$ cat src/rtl/comp_pkg.sv
// Shared constants for the comp_track slice: default widths and tracker state encoding.
package comp_pkg;

  localparam int DATAWIDTH_DEF = 8;
  localparam int CNT_WIDTH_DEF = 16;

  localparam logic [0:0] ST_EMPTY    = 1'b0;
  localparam logic [0:0] ST_TRACKING = 1'b1;

endpackage

$ cat src/rtl/comp_core.sv
// Combinational magnitude compare of a against b, signed or unsigned per sample.
module comp_core
  import comp_pkg::*;
#(
  parameter int DATAWIDTH = DATAWIDTH_DEF
) (
  input  logic [DATAWIDTH-1:0] a,
  input  logic [DATAWIDTH-1:0] b,
  input  logic                 signed_en,
  output logic                 gt,
  output logic                 lt,
  output logic                 eq
);

  logic signed [DATAWIDTH-1:0] a_s;
  logic signed [DATAWIDTH-1:0] b_s;

  assign a_s = a;
  assign b_s = b;

  // Equality is mode-independent; gt/lt are mutually exclusive with it by construction.
  always_comb begin
    eq = (a == b);
    if (signed_en) begin
      gt = (a_s > b_s);
      lt = (a_s < b_s);
    end else begin
      gt = (a > b);
      lt = (a < b);
    end
  end

endmodule

$ cat src/rtl/comp_track.sv
// Registered a-vs-b comparator with running max/min of a and saturating event counters.
module comp_track
  import comp_pkg::*;
#(
  parameter int DATAWIDTH = DATAWIDTH_DEF,
  parameter int CNT_WIDTH = CNT_WIDTH_DEF
) (
  input  logic                 Clk,
  input  logic                 Rst_n,
  input  logic                 in_valid,
  input  logic [DATAWIDTH-1:0] a,
  input  logic [DATAWIDTH-1:0] b,
  input  logic                 signed_en,
  input  logic                 clr,
  output logic                 out_valid,
  output logic                 gt,
  output logic                 lt,
  output logic                 eq,
  output logic [DATAWIDTH-1:0] max_a,
  output logic [DATAWIDTH-1:0] min_a,
  output logic                 stats_valid,
  output logic [CNT_WIDTH-1:0] gt_cnt,
  output logic [CNT_WIDTH-1:0] lt_cnt,
  output logic [CNT_WIDTH-1:0] eq_cnt,
  output logic                 sat
);

  function automatic logic [CNT_WIDTH-1:0] sat_inc(input logic [CNT_WIDTH-1:0] c);
    return (&c) ? c : c + CNT_WIDTH'(1);
  endfunction

  logic                 cmp_gt_p0, cmp_lt_p0, cmp_eq_p0;
  logic                 a_gt_max_p0, a_lt_min_p0;
  logic                 unused_max_lt, unused_max_eq, unused_min_gt, unused_min_eq;
  logic [0:0]           state, state_nx;
  logic [DATAWIDTH-1:0] max_nx, min_nx;
  logic [CNT_WIDTH-1:0] gt_cnt_nx, lt_cnt_nx, eq_cnt_nx;
  logic                 sat_nx;

  comp_core #(.DATAWIDTH(DATAWIDTH)) u_cmp (
    .a         (a),
    .b         (b),
    .signed_en (signed_en),
    .gt        (cmp_gt_p0),
    .lt        (cmp_lt_p0),
    .eq        (cmp_eq_p0)
  );

  comp_core #(.DATAWIDTH(DATAWIDTH)) u_max (
    .a         (a),
    .b         (max_a),
    .signed_en (signed_en),
    .gt        (a_gt_max_p0),
    .lt        (unused_max_lt),
    .eq        (unused_max_eq)
  );

  comp_core #(.DATAWIDTH(DATAWIDTH)) u_min (
    .a         (a),
    .b         (min_a),
    .signed_en (signed_en),
    .gt        (unused_min_gt),
    .lt        (a_lt_min_p0),
    .eq        (unused_min_eq)
  );

  // Statistics next state: clr wipes first, so a coincident sample restarts from zero.
  always_comb begin
    state_nx  = state;
    max_nx    = max_a;
    min_nx    = min_a;
    gt_cnt_nx = gt_cnt;
    lt_cnt_nx = lt_cnt;
    eq_cnt_nx = eq_cnt;
    sat_nx    = sat;
    if (clr) begin
      state_nx  = ST_EMPTY;
      max_nx    = '0;
      min_nx    = '0;
      gt_cnt_nx = '0;
      lt_cnt_nx = '0;
      eq_cnt_nx = '0;
      sat_nx    = 1'b0;
    end
    if (in_valid) begin
      if (clr || state == ST_EMPTY) begin
        max_nx = a;
        min_nx = a;
      end else begin
        if (a_gt_max_p0) max_nx = a;
        if (a_lt_min_p0) min_nx = a;
      end
      state_nx = ST_TRACKING;
      if (cmp_gt_p0) gt_cnt_nx = sat_inc(gt_cnt_nx);
      if (cmp_lt_p0) lt_cnt_nx = sat_inc(lt_cnt_nx);
      if (cmp_eq_p0) eq_cnt_nx = sat_inc(eq_cnt_nx);
    end
    sat_nx = sat_nx | (&gt_cnt_nx) | (&lt_cnt_nx) | (&eq_cnt_nx);
  end

  // Stage p0 -> p1: compare result and statistics registers.
  always_ff @(posedge Clk or negedge Rst_n) begin
    if (!Rst_n) begin
      out_valid <= 1'b0;
      gt        <= 1'b0;
      lt        <= 1'b0;
      eq        <= 1'b0;
      state     <= ST_EMPTY;
      max_a     <= '0;
      min_a     <= '0;
      gt_cnt    <= '0;
      lt_cnt    <= '0;
      eq_cnt    <= '0;
      sat       <= 1'b0;
    end else begin
      out_valid <= in_valid;
      gt        <= in_valid & cmp_gt_p0;
      lt        <= in_valid & cmp_lt_p0;
      eq        <= in_valid & cmp_eq_p0;
      state     <= state_nx;
      max_a     <= max_nx;
      min_a     <= min_nx;
      gt_cnt    <= gt_cnt_nx;
      lt_cnt    <= lt_cnt_nx;
      eq_cnt    <= eq_cnt_nx;
      sat       <= sat_nx;
    end
  end

  assign stats_valid = (state == ST_TRACKING);

endmodule

$ cat config.mk
export PLATFORM = sky130hd
export DESIGN_NAME = comp_track
export DESIGN_NICKNAME = d
export VERILOG_FILES = /design/src/rtl/comp_pkg.sv /design/src/rtl/comp_core.sv /design/src/rtl/comp_track.sv
export SDC_FILE = /design/constraint.sdc
export NUM_CORES = 1
export LEC_CHECK = 0
export BUFFER_PORTS_ARGS = -buffer_cell sky130_fd_sc_hd__buf_2
export CORE_ASPECT_RATIO = 1.75
export CORE_MARGIN = 5
export CORE_UTILIZATION = 46
export DETAILED_ROUTE_END_ITERATION = 6
export PLACE_DENSITY = 0.69
export SLEW_MARGIN = 10
export SYNTH_ARGS = -nofsm -noshare
export SYNTH_HDL_FRONTEND = slang
export SYNTH_SLANG_ARGS = --single-unit
$ cat constraint.sdc
create_clock -name Clk -period 6.2 [get_ports Clk]
set_input_delay 0.93 -clock Clk [delete_from_list [all_inputs] [get_ports Clk]]
set_output_delay 0.93 -clock Clk [all_outputs]
set_load 0.02 [all_outputs]
==> results.py <==
metrics = {
    "cells_and_area": {
        "drive_gt1_share_pct": 22.6,
        "nets": 633,
        "final_util_pct": 54.7,
        "final.fill_count": 915,
        "fin_cells": 714,
        "area_growth_pct": 18.0,
        "n_antenna_cell": 0,
    },
    "die": {
        "die_h_um": 141,
        "ios": 91,
        "fp.dieArea_mm2": 0.0120,
        "core_area_mm2": 0.00979,
        "die_x_um": 85.1,
        "rows": 48,
        "start_util_pct": 46.4,
    },
    "critical_path": {
        "cp.arrival_ns": 4.00,
        "crit_path_end_kind": "register",
        "critPathRequiredTime_ns": 6.43,
        "r2r-end": "max_a[6]",
        "reg2reg_from": "max_a[1]",
        "r2r_slack_ns": 3.17,
        "crit_type": "in2reg",
        "r2r_cells": 11,
        "cp_max_fo": 49,
        "critPathLaunchType": "primary input",
    },
    "placement": {
        "dp.cells": 700,
        "place_ws_ns": 2.11,
        "finalWeightedCongestion": 0.944,
        "portBuffers": 90,
        "detailed_place_hpwl_um": 9340,
    },
    "synth": {
        "synthAdderAreaFrac_pct": 7.17,
        "synth_top_family_by_area": "simple AND/OR/NAND/NOR gates",
        "synth_area_leader_cell": "dfrtp_1",
        "ys_types": 61,
        "ys_ff_latch": 70,
        "yosysTopAreaCellShare_pct": 38.6,
        "muxShareOfSynthArea_pct": 3.17,
        "synth_edf_count": 0,
        "ys_warn_count": 0,
        "synth_area_leaders": "dfrtp_1 39%, ha_1 7.2%, xnor2_1 6.2%, nor2_1 4.2%, inv_1 3.3%",
        "avgSynthCellArea_um2": 9.12,
        "synth_area_mm2": 0.00454,
        "yosysSeqAreaShare_pct": 38.6,
        "synth_compound_area_share_pct": 11.0,
        "yosys.area_share.xor_xnor_pct": 7.72,
        "netlist_instances": 498,
        "synth-simple-area-share_pct": 27.3,
        "synthArstFlopShare_pct": 100,
        "syn-num-nets": 545,
        "ys.flop_type": "dfrtp_1",
    },
    "status": {
        "outcome": "finished, final reports clean",
    },
    "sta": {
        "relSlewSlack_pct": 37.2,
        "final-hold-violation-count": 0,
        "grt_setup_unrepaired": "false",
        "skew_ns": 0.00603,
        "fmax_ghz": 0.265,
        "setup_viol": 0,
        "fin_ws_ns": 2.42,
        "fin_crit_ns": 3.78,
        "fin_tns_setup_ns": 0,
        "drv_slew": 0,
        "post-route-period-util_pct": 60.9,
        "timing.hold.ws_ns": 0.516,
        "worst_slew_pin_slew_ns": 0.936,
    },
    "drt": {
        "viasPerCell": 5.74,
        "antenna_left": 0,
        "drcViolationCount": 0,
        "drt_iter0_drc": 231,
        "vias": 4095,
        "routed_wl_um": 12300,
        "drt_first_pass_iters": 4,
        "drt-wirelength-per-cell_um": 17.2,
    },
    "worst_hold_path": {
        "hold_depth": 1,
        "min_to": "max_a[2]",
        "worstHoldStart": "max_a[2]",
        "hold_path.class": "reg2reg",
    },
    "clocking": {
        "clock_sinks": 70,
        "cts-hold-fix-buffers": 0,
        "ctsResizeCount": 0,
        "post-cts-setup-buffer-count": 0,
        "clk_latency_ns": 0.33,
        "path_clk_slew_ns": 0.06,
        "cts_max_level": 3,
        "clockBufferDepth": 2,
        "root_buffer": "clkbuf_16",
        "cts_tree": "built",
        "cts_buffers": 9,
    },
    "grt": {
        "gr-usage-all-layers_pct": 21.6,
        "grt_pass1_vias": 4317,
        "grt_pass1_wl_um": 20700,
        "antenna_found_initial": 0,
        "grt_max_degree": 71,
        "grt_remaining_overflow": 0,
    },
    "power_and_ir_drop": {
        "power_density_mw_per_mm2": 215,
        "vdd_ir_drop_max_mv": 0.157,
        "p_leak_nw": 2.59,
    },
    "run": {
        "max_cap_violations": 0,
    },
}
## flip-flops by register name, indices dropped and copies added, names as in the netlist
register     cells
eq_cnt          16
eq               1
out_valid        1
gt_cnt          16
max_a            8
sat              1
gt               1
stats_valid      1
min_a            8
lt_cnt          16
lt               1
## placed cells by master (no fill, tap or decap), types with 8 or more instances in the layout
cell type  instances
buf_2             90
dfrtp_1           70
nor2_1            51
inv_1             40
nand2_1           35
xnor2_1           32
ha_1              26
nand3_1           25
nor2b_1           24
nand4_1           19
o21ai_0           17
a21oi_1           16
nor3_1            12
and3_1            12
nand2b_1          10
mux2_2            10
clkbuf_16          9
xor2_1             8
## per-layer routing
layer | wire (um) | track usage (%)
met5 | 0 | 0
met3 | 742 | 4.13
met4 | 562 | 13.2
met1 | 4530 | 23.1
met2 | 6480 | 38.4
## cell usage after synthesis, types with 2 or more instances
cell type and n:
a21o_1 5, a21o_2 2, a21oi_1 16, a311oi_1 5, a31oi_1 2, a41oi_1 2
and2_1 4, and3_1 12, and4_1 5, buf_1 2, buf_2 4, buf_6 2
clkbuf_1 6, dfrtp_1 70, ha_1 26, inv_1 40, mux2_2 10, mux2i_1 2
nand2_1 35, nand2b_1 10, nand3_1 25, nand4_1 19, nand4b_1 2, nor2_1 51
nor2b_1 24, nor3_1 12, nor4_1 4, nor4_4 2, o211ai_1 6, o21ai_0 17
o2bb2ai_1 4, or3_1 4, or4_1 2, xnor2_1 32, xor2_1 8
## kinds of logic after synthesis
logic type / Yosys count
AO/OA/AOI/OAI: 71
XOR/XNOR: 40
adder cells (fa/ha/maj): 26
buffers and inverters: 55
flip-flops: 70
multiplexers: 13
AND/OR/NAND/NOR: 223
## area by class of cell
| cell class | count | area (um^2) | share of cell area [%] |
|---|---|---|---|
| tap | 125 | 156 | 2.92 |
| clock inverter | 1 | 5.00 | 0.0934 |
| timing repair buffer | 92 | 465 | 8.69 |
| clock buffer | 13 | 270 | 5.05 |
| multi-input combinational | 373 | 2560 | 47.7 |
| inverter | 40 | 150 | 2.80 |
| sequential | 70 | 1750 | 32.7 |
## worst max-delay path, stage by stage
cell,delay (ns)
buf_2,0.69
nor2b_1,0.23
ha_1,0.33
and3_1,0.30
and3_1,0.28
a21oi_1,0.38
nand4_1,0.14
o211ai_1,0.12
o211ai_1,0.12
o32ai_1,0.30
a41oi_1,0.08
o41ai_1,0.09
## metrics by stage
step,area (um^2),power [mW]
4_1_cts,5360,1.17
3_3_place_gp,5080,0.676
6_report,5360,1.15
5_1_grt,5360,1.21
2_1_floorplan,4540,0.614
3_5_place_dp,5080,0.682
## how the worst max path moves through the flow
stage | start | endpoint | depth (start not counted)
global placement | clr | sat | 12
CTS | clr | sat | 13
detailed placement | clr | sat | 13
global route | clr | sat | 12
finish | clr | sat | 12
floorplan | clr | sat | 15
## where the power goes
group | total (mW) | internal (mW) | leakage, nW | switching [mW]
Clock | 0.481 | 0.298 | 0.138 | 0.182
Combinational | 0.184 | 0.0660 | 1.50 | 0.118
Sequential | 0.489 | 0.476 | 0.947 | 0.0130
(Power assumes the default switching activity.)
